$ cat src/rtl/phys_reg_free_list.sv
// Physical-register free list for rename: circular buffer of free register numbers,
// self-populated after reset with every register above the architectural range.
module phys_reg_free_list #(
    parameter int unsigned ARCH_REG_NUM_WIDTH     = 5,
    parameter int unsigned PHYSICAL_REG_NUM_WIDTH = 7
) (
    input  logic                              clk,
    input  logic                              reset,
    input  logic                              alloc_req,
    output logic                              alloc_valid,
    output logic [PHYSICAL_REG_NUM_WIDTH-1:0] alloc_reg_num,
    input  logic                              commit_valid,
    input  logic                              commit_with_write,
    input  logic [PHYSICAL_REG_NUM_WIDTH-1:0] commited_wr_register,
    output logic [PHYSICAL_REG_NUM_WIDTH:0]   free_count,
    output logic                              init_done,
    output logic                              overflow_err
);

    localparam int unsigned DEPTH      = 2 ** PHYSICAL_REG_NUM_WIDTH;
    localparam int unsigned INIT_FIRST = 2 ** ARCH_REG_NUM_WIDTH;
    localparam int unsigned PW         = PHYSICAL_REG_NUM_WIDTH;

    localparam logic [PW:0]   FULL_COUNT = (PW + 1)'(DEPTH);
    localparam logic [PW-1:0] FILL_FIRST = PW'(INIT_FIRST);
    localparam logic [PW-1:0] FILL_LAST  = PW'(DEPTH - 1);

    typedef enum logic {
        StInit,
        StReady
    } state_e;

    state_e        state_q;
    logic [PW-1:0] fill_ptr_q;
    logic [PW-1:0] head_ptr_q;
    logic [PW-1:0] tail_ptr_q;
    logic [PW:0]   count_q;
    logic          overflow_q;

    logic [PW-1:0] buffer [DEPTH];

    logic          grant;
    logic          push_req;
    logic          full;
    logic          push;
    logic          wr_en;
    logic [PW-1:0] wr_data;

    // Reset gates the grant so a mid-run reset never hands out a register.
    assign grant    = alloc_req && !reset && (state_q == StReady) && (count_q != '0);
    assign push_req = commit_valid && commit_with_write && (state_q == StReady) &&
                      (commited_wr_register != '0);
    assign full     = (count_q == FULL_COUNT);
    // When full, a release can only land if a grant frees a slot on the same edge.
    assign push     = push_req && (!full || grant);

    always_comb begin
        wr_en   = 1'b0;
        wr_data = fill_ptr_q;
        if (state_q == StInit) begin
            wr_en = 1'b1;
        end else if (push) begin
            wr_en   = 1'b1;
            wr_data = commited_wr_register;
        end
        if (reset) begin
            wr_en = 1'b0;
        end
    end

    always_ff @(posedge clk) begin
        if (wr_en) begin
            buffer[tail_ptr_q] <= wr_data;
        end
    end

    always_ff @(posedge clk) begin
        if (reset) begin
            state_q    <= StInit;
            fill_ptr_q <= FILL_FIRST;
            head_ptr_q <= '0;
            tail_ptr_q <= '0;
            count_q    <= '0;
            overflow_q <= 1'b0;
        end else begin
            unique case (state_q)
                StInit: begin
                    tail_ptr_q <= tail_ptr_q + 1'b1;
                    count_q    <= count_q + 1'b1;
                    fill_ptr_q <= fill_ptr_q + 1'b1;
                    if (fill_ptr_q == FILL_LAST) begin
                        state_q <= StReady;
                    end
                end
                StReady: begin
                    if (push) begin
                        tail_ptr_q <= tail_ptr_q + 1'b1;
                    end
                    if (grant) begin
                        head_ptr_q <= head_ptr_q + 1'b1;
                    end
                    if (push && !grant) begin
                        count_q <= count_q + 1'b1;
                    end else if (grant && !push) begin
                        count_q <= count_q - 1'b1;
                    end
                    if (push_req && full && !grant) begin
                        overflow_q <= 1'b1;
                    end
                end
                default: state_q <= StInit;
            endcase
        end
    end

    assign alloc_valid   = grant;
    assign alloc_reg_num = buffer[head_ptr_q];
    assign free_count    = count_q;
    assign init_done     = (state_q == StReady);
    assign overflow_err  = overflow_q;

endmodule

$ cat config.mk
export PLATFORM = sky130hd
export DESIGN_NAME = phys_reg_free_list
export DESIGN_NICKNAME = d
export VERILOG_FILES = /design/src/rtl/phys_reg_free_list.sv
export SDC_FILE = /design/constraint.sdc
export NUM_CORES = 1
export LEC_CHECK = 0
export BUFFER_PORTS_ARGS = -buffer_cell sky130_fd_sc_hd__buf_2
export CORE_UTILIZATION = 40
export DETAILED_ROUTE_END_ITERATION = 16
export PLACE_DENSITY_LB_ADDON = 0.25
export SLEW_MARGIN = 20
export SYNTH_ARGS = -nofsm -noshare
export SYNTH_HDL_FRONTEND = slang
export SYNTH_SLANG_ARGS = --single-unit
$ cat constraint.sdc
create_clock -name clk -period 6.1 [get_ports clk]
set_clock_uncertainty 0.1 [all_clocks]
set_input_delay 0.305 -clock clk [delete_from_list [all_inputs] [get_ports clk]]
set_output_delay 0.305 -clock clk [all_outputs]
set_load 0.01 [all_outputs]
## Yosys cells after proc, flatten, opt, wreduce, memory -nomap -nowiden

Memories as Yosys holds them, arrays and structs flattened. A register that Yosys moved wholly into a read port is not among the register bits.
Index checks and enable logic that the tools add are counted.

- Register bits after elaboration: 31
- Memories: 1
- Word-level logic and storage cells: 53
- Bits in writable memories: 896
- Input bits: 12

- Equal/unequal tests: 4
- $add $sub $neg: 5
- Multiplexer cells: 16
- Bitwise logic cells: 1
- Reduce and logical (&&, ||, !) cells: 20

Memory list:

| name | words | width | rd ports | clocked after Yosys merged registers in | write ports | RTL line | source |
|---|---|---|---|---|---|---|---|
| buffer | 128 | 7 | 1 | 1 | 1 | 40 | `logic [PW-1:0] buffer [DEPTH];` |

Operators with widths:

| kind | number |
|---|---|
| $mux W7 | 5 |
| $add A7 B1 Y7 const B | 3 |
| $mux W8 | 2 |
| $pmux W8 S2 | 1 |
| $pmux W7 S2 | 1 |
| $logic_and A1 B1 Y1 | 11 |
| $add A8 B1 Y8 const B | 1 |
| $eq A8 B8 Y1 const B | 1 |
| $reduce_bool A8 Y1 | 1 |
| $sub A8 B1 Y8 const B | 1 |
| $eq A7 B7 Y1 const B | 1 |
| $mux W1 | 7 |
| $reduce_bool A7 Y1 | 1 |
| $logic_not A1 Y1 | 4 |
| $reduce_and A2 Y1 | 2 |
| $ne A3 B1 Y1 const B | 1 |
| $ne A2 B1 Y1 const B | 1 |
| $logic_or A1 B1 Y1 | 1 |
| $not A1 Y1 | 1 |

## Depth between registers and ports, before layout

Gate-level depths: netlist of run 1.

- Depth in word-level cells: 11
- Gate-level depth with buffers: 10

## Worst setup path after synthesis of run 1

OpenSTA, ideal clock, no wires.

- Path kind: register to register
- From: reg count_q[2], in the netlist free_count[2]
- To: mem buffer[0][0] in the netlist's numbering, data pin
- Path buffers: 1
- Period minus slack after synthesis: 3.228 ns
- Path slack: 2.872 ns
- Required time: 5.622 ns
- Stages on the path, launching flop included: 6
- Arrival time: 2.749 ns
- Path through: dfxtp_1 > or4_1 > nor4_1 > or2_1 > buf_2 > mux2_2

- Cells in the longest elaborated chain, start to end: 6
- Elaborated cells between the ends (all ways): 8

Ends and longest elaborated chain:

| element | RTL line | source |
|---|---|---|
| start, declared | 37 | `logic [PW:0] count_q;` |
| start signal, assigned | 89 | `count_q <= count_q + 1'b1;` |
| start signal, assigned | 103 | `count_q <= count_q + 1'b1;` |
| start signal, assigned | 105 | `count_q <= count_q - 1'b1;` |
| $eq A8 B8 Y1 / $reduce_bool A8 Y1 (equally long branches) | 53, 50 |  |
| $logic_not A1 Y1 / $logic_and A1 B1 Y1 (equally long branches) | 55, 50 |  |
| $logic_or A1 B1 Y1 * | 55 | `assign push = push_req && (!full \|\| grant);` |
| $logic_and A1 B1 Y1 * | 55 |  |
| $mux W7 * | 62 | `end else if (push) begin` |
| $mux W7 * | 60 | `if (state_q == StInit) begin` |
| named net wr_data[0] | 47 | `logic [PW-1:0] wr_data;` |
| end, declared | 40 |  |

The timed path passes the listed nets; every way through them passes the cells marked *.

==> flow_summary.yaml, run 1 <==
sta:
  fin_crit_sh_pct: 75.62
  setup_viol: 0
  tns_ns: 0
  slew_viol_final: 0
  hold_violations: 0
  max_slew.worst_pin.slew_ns: 1.159
  timing.fmax_mhz: 216.8
  min_period_ns: 4.613
  slew_headroom_pct: 22.76
  rsz0062_at_grt: "no"
grt:
  antenna_found_initial: 3
  grt_pass1_wl_um: 122800
  grtUsageTotal_pct: 18.74
  grt_pass1_vias: 17080
  grt_max_degree: 71
  grt_overflow_total: 0
routing:
  wire_per_inst_um: 28.56
  ant_nets: 0
  vias: 16730
  drt_iter0_drc: 1589
  firstDrtPassIters: 5
  drt-total-wl_um: 84330
  avgViaCountPerCell: 5.665
  drcViolationCount: 0
die:
  pin_count: 30
  start_util_pct: 40.37
  coreArea_um2: 90010
  rows: 110
  fp.dieArea_um2: 92060
  die_y_um: 303.4
  die_x_um: 303.4
clock_network:
  post_cts_resized: 0
  cts.clk_slew.worst_paths_ns: 0.06
  clock-sinks: 934
  clk_latency_ns: 0.66
  cts_htree_levels: 3
  postCtsHoldBufs: 0
  post-cts-setup-buffer-count: 0
  cts_tree: "yes"
  cts_buffers: 97
  cts_buffer_depth: 3
  clock-root-buffer: "clkbuf_16"
synthesis:
  ys_async_sr_fraction_pct: 0
  yosysTopAreaCell: "edfxtp_1"
  avgSynthCellArea_um2: 22.38
  synth-edff-count: 896
  yosys_warnings: 0
  ys_top_cells_by_area: "edfxtp_1 74%, mux4_2 18%, dfxtp_1 2.1%"
  synth_seq_cells: 934
  postSynthCellCount: 1624
  synth_area_um2: 36340
  synth.yosys.seq_area_share_pct: 76.13
  synth_top_area_share_pct: 74.04
  synth.distinct_cells: 47
  syn-num-nets: 1642
  synthFlopType: "edfxtp_1"
power_and_ir_drop:
  cellPowerDensity_nw_per_um2: 316.0
  p_leak_nw: 12.01
  peakVddDrop_mv: 0.2301
worst_setup_path:
  cp.required_ns: 5.69
  crit_top_cell: "mux4_2"
  worstPathCellList: "buf_12 > mux4_2 > mux4_2 > mux4_2 > mux2_2 > buf_2"
  critPathMaxStageDelay_ns: 0.86
  crit_slowest_cell: "dfxtp_4"
  worstSetupPathType: "flip-flop to primary output"
  startpoint_type: "flip-flop"
  cp-end-kind: "primary output"
  path_max_fanout: 58
  arrival_ns: 4.21
placed_design:
  hpwl_um: 51410
  io_buffer_count: 29
  place_congestion: 0.8029
min_path:
  min_path_type: "input port to flip-flop"
finish:
  synthToLayoutAreaGrowth_pct: 12.83
  filler_cell_count: 7468
  nets: 1716
  drive_above_1_share_pct: 29.04
  antenna-diode-count: 0
  finish.utilization_pct: 45.55
outcome:
  outcome: "completed"
job:
  maxCapViolCount: 0
==> cell usage in the layout, fill, tap and decap left out, drive strengths merged, types with 6 or more instances in the layout <==
cell	Yosys	layout
clkinv	0	39
mux4	294	294
inv	5	8
xor2	12	12
mux2	15	15
xnor2	10	10
bufinv	0	9
nand2	27	27
edfxtp	896	896
nor2	162	162
ha	6	6
nor2b	8	8
clkbuf	35	122
dfxtp	38	38
nand3	17	17
buf	49	59
==> where the power goes <==
| group | switching, mW | leakage (nW) | internal, mW |
|---|---|---|---|
| Sequential | 0.0124 | 8.23 | 7.01 |
| Combinational | 0.145 | 2.28 | 0.0393 |
| Clock | 2.42 | 1.49 | 3.33 |
==> stage by stage <==
step                      cell area (µm²)  power [mW]  setup slack [ns]  hold WS, ns  std cells
after global placement              37930       7.336             1.972       0.3806       2775
after global routing                41000       13.31             1.293      0.05508       2953
after detailed placement            37930       7.340             1.895       0.3770       2775
after CTS                           41000       13.07             1.375      0.02030       2953
after floorplan                     36340       7.241             2.872       0.3591       1624
final                               41000       12.96             1.487      0.04294       2953
==> state kept, by name (all words and copies together), names as in the netlist, named ones only <==
signal,count
head_ptr_q,7
overflow_err,1
init_done,1
free_count,8
tail_ptr_q,7
buffer,896
fill_ptr_q,7
==> path summary, 6_finish.rpt <==
kind | slack [ns] | endpoint | cells past startpoint | start
worst max-delay path | 1.49 | alloc_reg_num[5] | 6 | flip-flop
worst min-delay path | 0.04 | init_done$_SDFF_PP0_ | 3 | reset
worst max register to register | 1.97 | buffer[59][5]$_DFFE_PP_ | 7 | init_done$_SDFF_PP0_
worst min register to register | 0.39 | overflow_err$_SDFFE_PP0P_ | 1 | overflow_err$_SDFFE_PP0P_
==> worst max-delay path: cells and delay by family (launching register included) <==
| family | cells | cell delay (ns) |
|---|---|---|
| buffers and inverters | 2 | 0.64 |
| muxes | 4 | 2.00 |
| DFF | 1 | 0.86 |
==> cells by family after synthesis <==
family	share of synthesized area [%]
fa+ha+maj	0.2066
xor+xnor	0.5302
buf+inv	1.098
compound gates	0.4235
flops	76.13
simple gates	2.841
mux	18.77
==> per-layer routing <==
layer | up-vias | global-route usage, % | part of all wire, %
met5 | - | 0 | 0.043
li1 | 6957 | - | -
met3 | 118 | 3.284 | 6.0
met4 | 4 | 5.690 | 2.4
met1 | 9073 | 27.58 | 44
met2 | 576 | 28.67 | 47
==> Yosys cell counts (4+ instances only) <==
library cell,instances
edfxtp_1,896
mux4_2,294
nor2_1,162
dfxtp_1,38
clkbuf_1,35
nand2_1,25
buf_2,22
buf_1,19
mux2_2,15
nand3_1,15
xor2_1,12
xnor2_1,10
nor2b_1,8
buf_4,6
ha_1,6
inv_1,5
nand4_1,5
and3_1,4
o22ai_1,4
==> layout make-up <==
class                      count  area (µm²)  share of cell area [%]
clock buffer                 122        2542                   6.201
clock inverter                56       531.8                   1.297
inverter                       5       18.77                 0.04577
multi-input combinational    601        8300                   20.24
sequential                   934       27680                   67.51
tap                         1176        1471                   3.589
timing repair buffer          59       457.9                   1.117
Power figures use the tool's default switching activity.
==> run 2: changes to the inputs <==
clock period = 4 ns   (was 6.1 ns; I/O delays follow)
==> flow_summary.yaml, run 2 (synthesis results as in run 1) <==
finish:
  final_common_cell: "edfxtp_1"
  drive_above_1_share_pct: 29.98
  nets: 1748
  antenna-diode-count: 0
  largest_reg_flops: 896
  final_cell_mix: "896 x edfxtp_1, 294 x mux4_2, 162 x nor2_1, 99 x clkbuf_16, 35 x buf_4"
  seqCellArea_um2: 27680
  top_register: "buffer"
  synthToLayoutAreaGrowth_pct: 14.12
  filler_cell_count: 7420
  finish.utilization_pct: 46.07
  multi_input_area_um2: 8300
die:
  rows: 110
  die_x_um: 303.4
  fp.dieArea_um2: 92060
  start_util_pct: 40.37
  die_y_um: 303.4
  coreArea_um2: 90010
  pin_count: 30
grt:
  grt_pass1_wl_um: 120400
  antenna_found_initial: 3
  gr-max-usage-layer: "met2"
  grtUsageTotal_pct: 18.27
  met2_usage_pct: 29.11
  met3_usage_pct: 3.905
  grt_max_degree: 129
  grt_overflow_total: 0
  grt_pass1_vias: 17370
  grt_use_met1_pct: 25.55
worst_setup_path:
  cp.required_ns: 3.70
  path_max_fanout: 12
  worstSetupPathType: "flip-flop to primary output"
  startpoint_type: "flip-flop"
  critPathMaxStageDelay_ns: 0.55
  crit_slowest_cell: "mux4_2"
  cp-end-kind: "primary output"
  worstPathCellList: "buf_12 > bufbuf_16 > mux4_2 > mux4_2 > mux4_2 > mux2_2 > buf_2"
  crit_top_cell: "mux4_2"
  arrival_ns: 3.63
clock_network:
  cts.clk_slew.worst_paths_ns: 0.06
  cts_tree: "yes"
  cts_buffers: 97
  cts_htree_levels: 3
  clk_latency_ns: 0.65
  cts_buffer_depth: 3
  clock-root-buffer: "clkbuf_16"
  clock-sinks: 934
routing:
  drt-total-wl_um: 82320
  drt_iter0_drc: 1349
  wire_per_inst_um: 27.59
  firstDrtPassIters: 5
  vias: 16600
  drcViolationCount: 0
  avgViaCountPerCell: 5.563
  ant_nets: 0
sta:
  timing.fmax_mhz: 254.2
  max_slew.worst_pin.slew_ns: 1.016
  setup_viol: 0
  setup_ws_ns: 0.06555
  slew_headroom_pct: 32.26
  slew_viol_final: 0
  fin_crit_sh_pct: 98.36
  hold_violations: 0
  rsz0062_at_grt: "yes"
  min_period_ns: 3.934
min_path:
  min_path_type: "input port to flip-flop"
power_and_ir_drop:
  cellPowerDensity_nw_per_um2: 472.6
  power_mw: 19.60
  p_leak_nw: 12.23
  peakVddDrop_mv: 0.4077
outcome:
  outcome: "completed"
placed_design:
  place_congestion: 0.7947
  hpwl_um: 50290
  pre_cts_ws_ns: 0.6288
  io_buffer_count: 29
job:
  maxCapViolCount: 0
## run 2: changes by cell type in the layout (fill, tap and decap cells not counted), sizes merged, moves of 2 or more
cell,change
clkinv,-2
clkinvlp,-2
bufinv,-2
buf,+28
bufbuf,+2
clkbuf,+7
## run 2: stage by stage
stage	hold WS [ns]	area [µm²]	TNS [ns]	std cells
finish	0.1030	41470	0	2984
global route	0.1123	41470	-0.005795	2984
CTS	0.05492	41430	0	2981
detailed placement	0.3642	38250	0	2795
global placement	0.3690	38250	0	2795
floorplan	0.3591	36340	0	1624
## run 2: path summary, 6_finish.rpt
check / start / cells after the start / to / slack [ns]
worst min-delay path: commited_wr_register[0] / 5 / overflow_err$_SDFFE_PP0P_ / 0.10
worst max register to register: free_count[0]$_SDFFE_PP0P_ / 10 / buffer[5][4]$_DFFE_PP_ / 0.61
worst max-delay path: flip-flop / 7 / alloc_reg_num[4] / 0.07
worst min register to register: overflow_err$_SDFFE_PP0P_ / 1 / overflow_err$_SDFFE_PP0P_ / 0.39
## run 2: what timing repair did
item	4_1_cts	5_1_grt
hold endpoints to repair	19	0
gates cloned	2	1
resized for setup	4	0
pin swaps	0	0
hold buffers	1	0
buffers inserted	6	2
endpoints found under the setup margin	5	1
## run 2: metal layers
metal,vias to the layer above,routed length [µm],part of all wire (%)
li1,7026,-,-
met1,8962,35340,43
met2,495,39820,48
met3,118,5224,6.3
met4,0,1926,2.3
met5,-,0,0
## run 2: worst max-delay path: cells and delay by family, from the launching register on
family | cells | cell delay (ns)
flip-flops | 1 | 0.42
buffers and inverters | 3 | 0.64
multiplexers | 4 | 1.92
## run 2: area by class of cell
cell class / count / share of cell area (%)
multi-input combinational: 601 / 20.01
inverter: 5 / 0.04525
sequential: 934 / 66.74
tap: 1176 / 3.548
clock buffer: 128 / 6.209
clock inverter: 49 / 1.035
timing repair buffer: 91 / 2.408
## run 2: where the power goes
part	switching (mW)	total (mW)	internal, mW
Clock	3.64	8.61	4.97
Sequential	0.0180	10.7	10.7
Combinational	0.221	0.291	0.0699
Total	3.87	19.6	15.7
==> run 3: changes to the inputs <==
PLACE_DENSITY_LB_ADDON = not set   (was 0.25)
==> flow_summary.yaml, run 3 (synthesis results as in run 1) <==
finish:
  top_register: "buffer"
  synthToLayoutAreaGrowth_pct: 14.62
  final_common_cell: "edfxtp_1"
  drive_above_1_share_pct: 30.78
  finish.utilization_pct: 46.27
  largest_reg_flops: 896
  final_cell_mix: "896 x edfxtp_1, 294 x mux4_2, 162 x nor2_1, 97 x clkbuf_16, 45 x buf_4"
  antenna-diode-count: 0
  nets: 1758
outcome:
  outcome: "completed"
sta:
  setup_ws_ns: 0.08454
  rsz0062_at_grt: "no"
  timing.fmax_mhz: 255.4
  fin_crit_sh_pct: 97.89
  min_period_ns: 3.915
  tns_ns: 0
  setup_viol: 0
  slew_headroom_pct: 35.52
  hold_violations: 0
  slew_viol_final: 0
  max_slew.worst_pin.slew_ns: 0.9659
job:
  maxCapViolCount: 0
clock_network:
  cts_htree_levels: 3
  cts_buffer_depth: 3
  cts.clk_slew.worst_paths_ns: 0.06
  clock-sinks: 934
  clock-root-buffer: "clkbuf_16"
  cts_buffers: 95
  clk_latency_ns: 0.64
  cts_tree: "yes"
worst_setup_path:
  path_max_fanout: 6
  arrival_ns: 3.62
  cp.required_ns: 3.70
  startpoint_type: "flip-flop"
  worstSetupPathType: "flip-flop to primary output"
  cp-end-kind: "primary output"
routing:
  vias: 16690
  avgViaCountPerCell: 5.579
  wl_met2_um: 38350
  drt-total-wl_um: 81890
  drt_iter0_drc: 1464
  ant_nets: 0
  top_layer: "met4"
  met3WireLength_um: 5910
  drcViolationCount: 0
  firstDrtPassIters: 5
  wire_per_inst_um: 27.37
  wl_met1_um: 35860
placed_design:
  hpwl_um: 49850
  io_buffer_count: 29
  pre_cts_ws_ns: 0.3823
  place_congestion: 0.7764
die:
  fp.dieArea_um2: 92060
  die_y_um: 303.4
  die_x_um: 303.4
  start_util_pct: 40.37
  pin_count: 30
  coreArea_um2: 90010
  rows: 110
power_and_ir_drop:
  pwr-share-seq_pct: 54.3
  cellPowerDensity_nw_per_um2: 473.1
  peakVddDrop_mv: 0.2962
  p_leak_nw: 12.33
  switching_share_pct: 19.70
  power_frac_comb_pct: 1.4
  clkPwrFrac_pct: 44.2
  power_mw: 19.70
  p_switching_mw: 3.881
  internal_power_mw: 15.82
grt:
  grt_max_degree: 104
  grt_overflow_total: 0
  grt_pass1_wl_um: 120400
  grt_pass1_vias: 17310
  antenna_found_initial: 1
  grtUsageTotal_pct: 18.23
min_path:
  min_path_type: "input port to flip-flop"
## run 3: changes by cell type in the layout (fill, tap and decap cells not counted), moves of 2 or more
cell       delta
clkbuf_1     -17
buf_12        +4
clkinv_1      +9
clkbuf_16     -2
buf_4        +10
mux2_4        +2
clkinv_2      +2
mux2_2        -2
bufinv_16     +3
## run 3: routing by layer
metal / vias up / track usage (%)
met4: 0 / 5.024
met3: 111 / 3.948
met5: - / 0
met2: 583 / 27.93
met1: 8943 / 26.49
li1: 7056 / -
## run 3: final timing paths
check,from,end,slack [ns],depth (start not counted)
worst min register to register,head_ptr_q[6]$_SDFFE_PP0P_,head_ptr_q[6]$_SDFFE_PP0P_,0.41,2
worst min-delay path,commited_wr_register[2],overflow_err$_SDFFE_PP0P_,0.13,5
worst max register to register,init_done$_SDFF_PP0_,buffer[115][1]$_DFFE_PP_,0.44,8
worst max-delay path,flip-flop,alloc_reg_num[3],0.08,8
## run 3: power by group through the flow
stage | clock, mW | sequential [mW] | combinational, mW
after CTS | 8.90 | 10.7 | 0.286
after global routing | 9.26 | 10.7 | 0.308
after global placement | 0 | 10.9 | 0.274
after floorplan | 0 | 10.9 | 0.135
after detailed placement | 0 | 10.9 | 0.285
final | 8.72 | 10.7 | 0.284
## run 3: area by class of cell
type                    count  area (µm²)
clock buffers             109        2472
clock inverters            64       594.3
fillers                  7411       48360
inverters                   5       18.77
multi-input cells         601        8308
flip-flops and latches    934       27680
well taps                1176        1471
repair buffers            103        1107
## run 3: stage by stage
stage | instance area, µm² | hold slack (ns) | std cells
2_1_floorplan | 36340 | 0.3591 | 1624
3_3_place_gp | 38370 | 0.3660 | 2806
3_5_place_dp | 38370 | 0.3963 | 2806
4_1_cts | 41630 | 0.09949 | 2992
5_1_grt | 41650 | 0.1536 | 2992
6_report | 41650 | 0.1262 | 2992
## run 3: critical path: stages (launching register included)
cell	delay (ns)
dfxtp_4	0.37
buf_12	0.13
bufbuf_16	0.27
buf_4	0.15
mux4_2	0.52
mux4_2	0.52
mux4_2	0.51
mux2_2	0.34
buf_2	0.15
## run 3: timing repair
| item | in CTS | in global routing |
|---|---|---|
| hold endpoints to repair | 24 | 0 |
| pin swaps | 0 | 0 |
| buffers inserted | 10 | 0 |
| setup endpoints to repair | 7 | 2 |
| hold buffers | 1 | 0 |
| gates cloned | 2 | 0 |
| gates resized for setup | 2 | 4 |
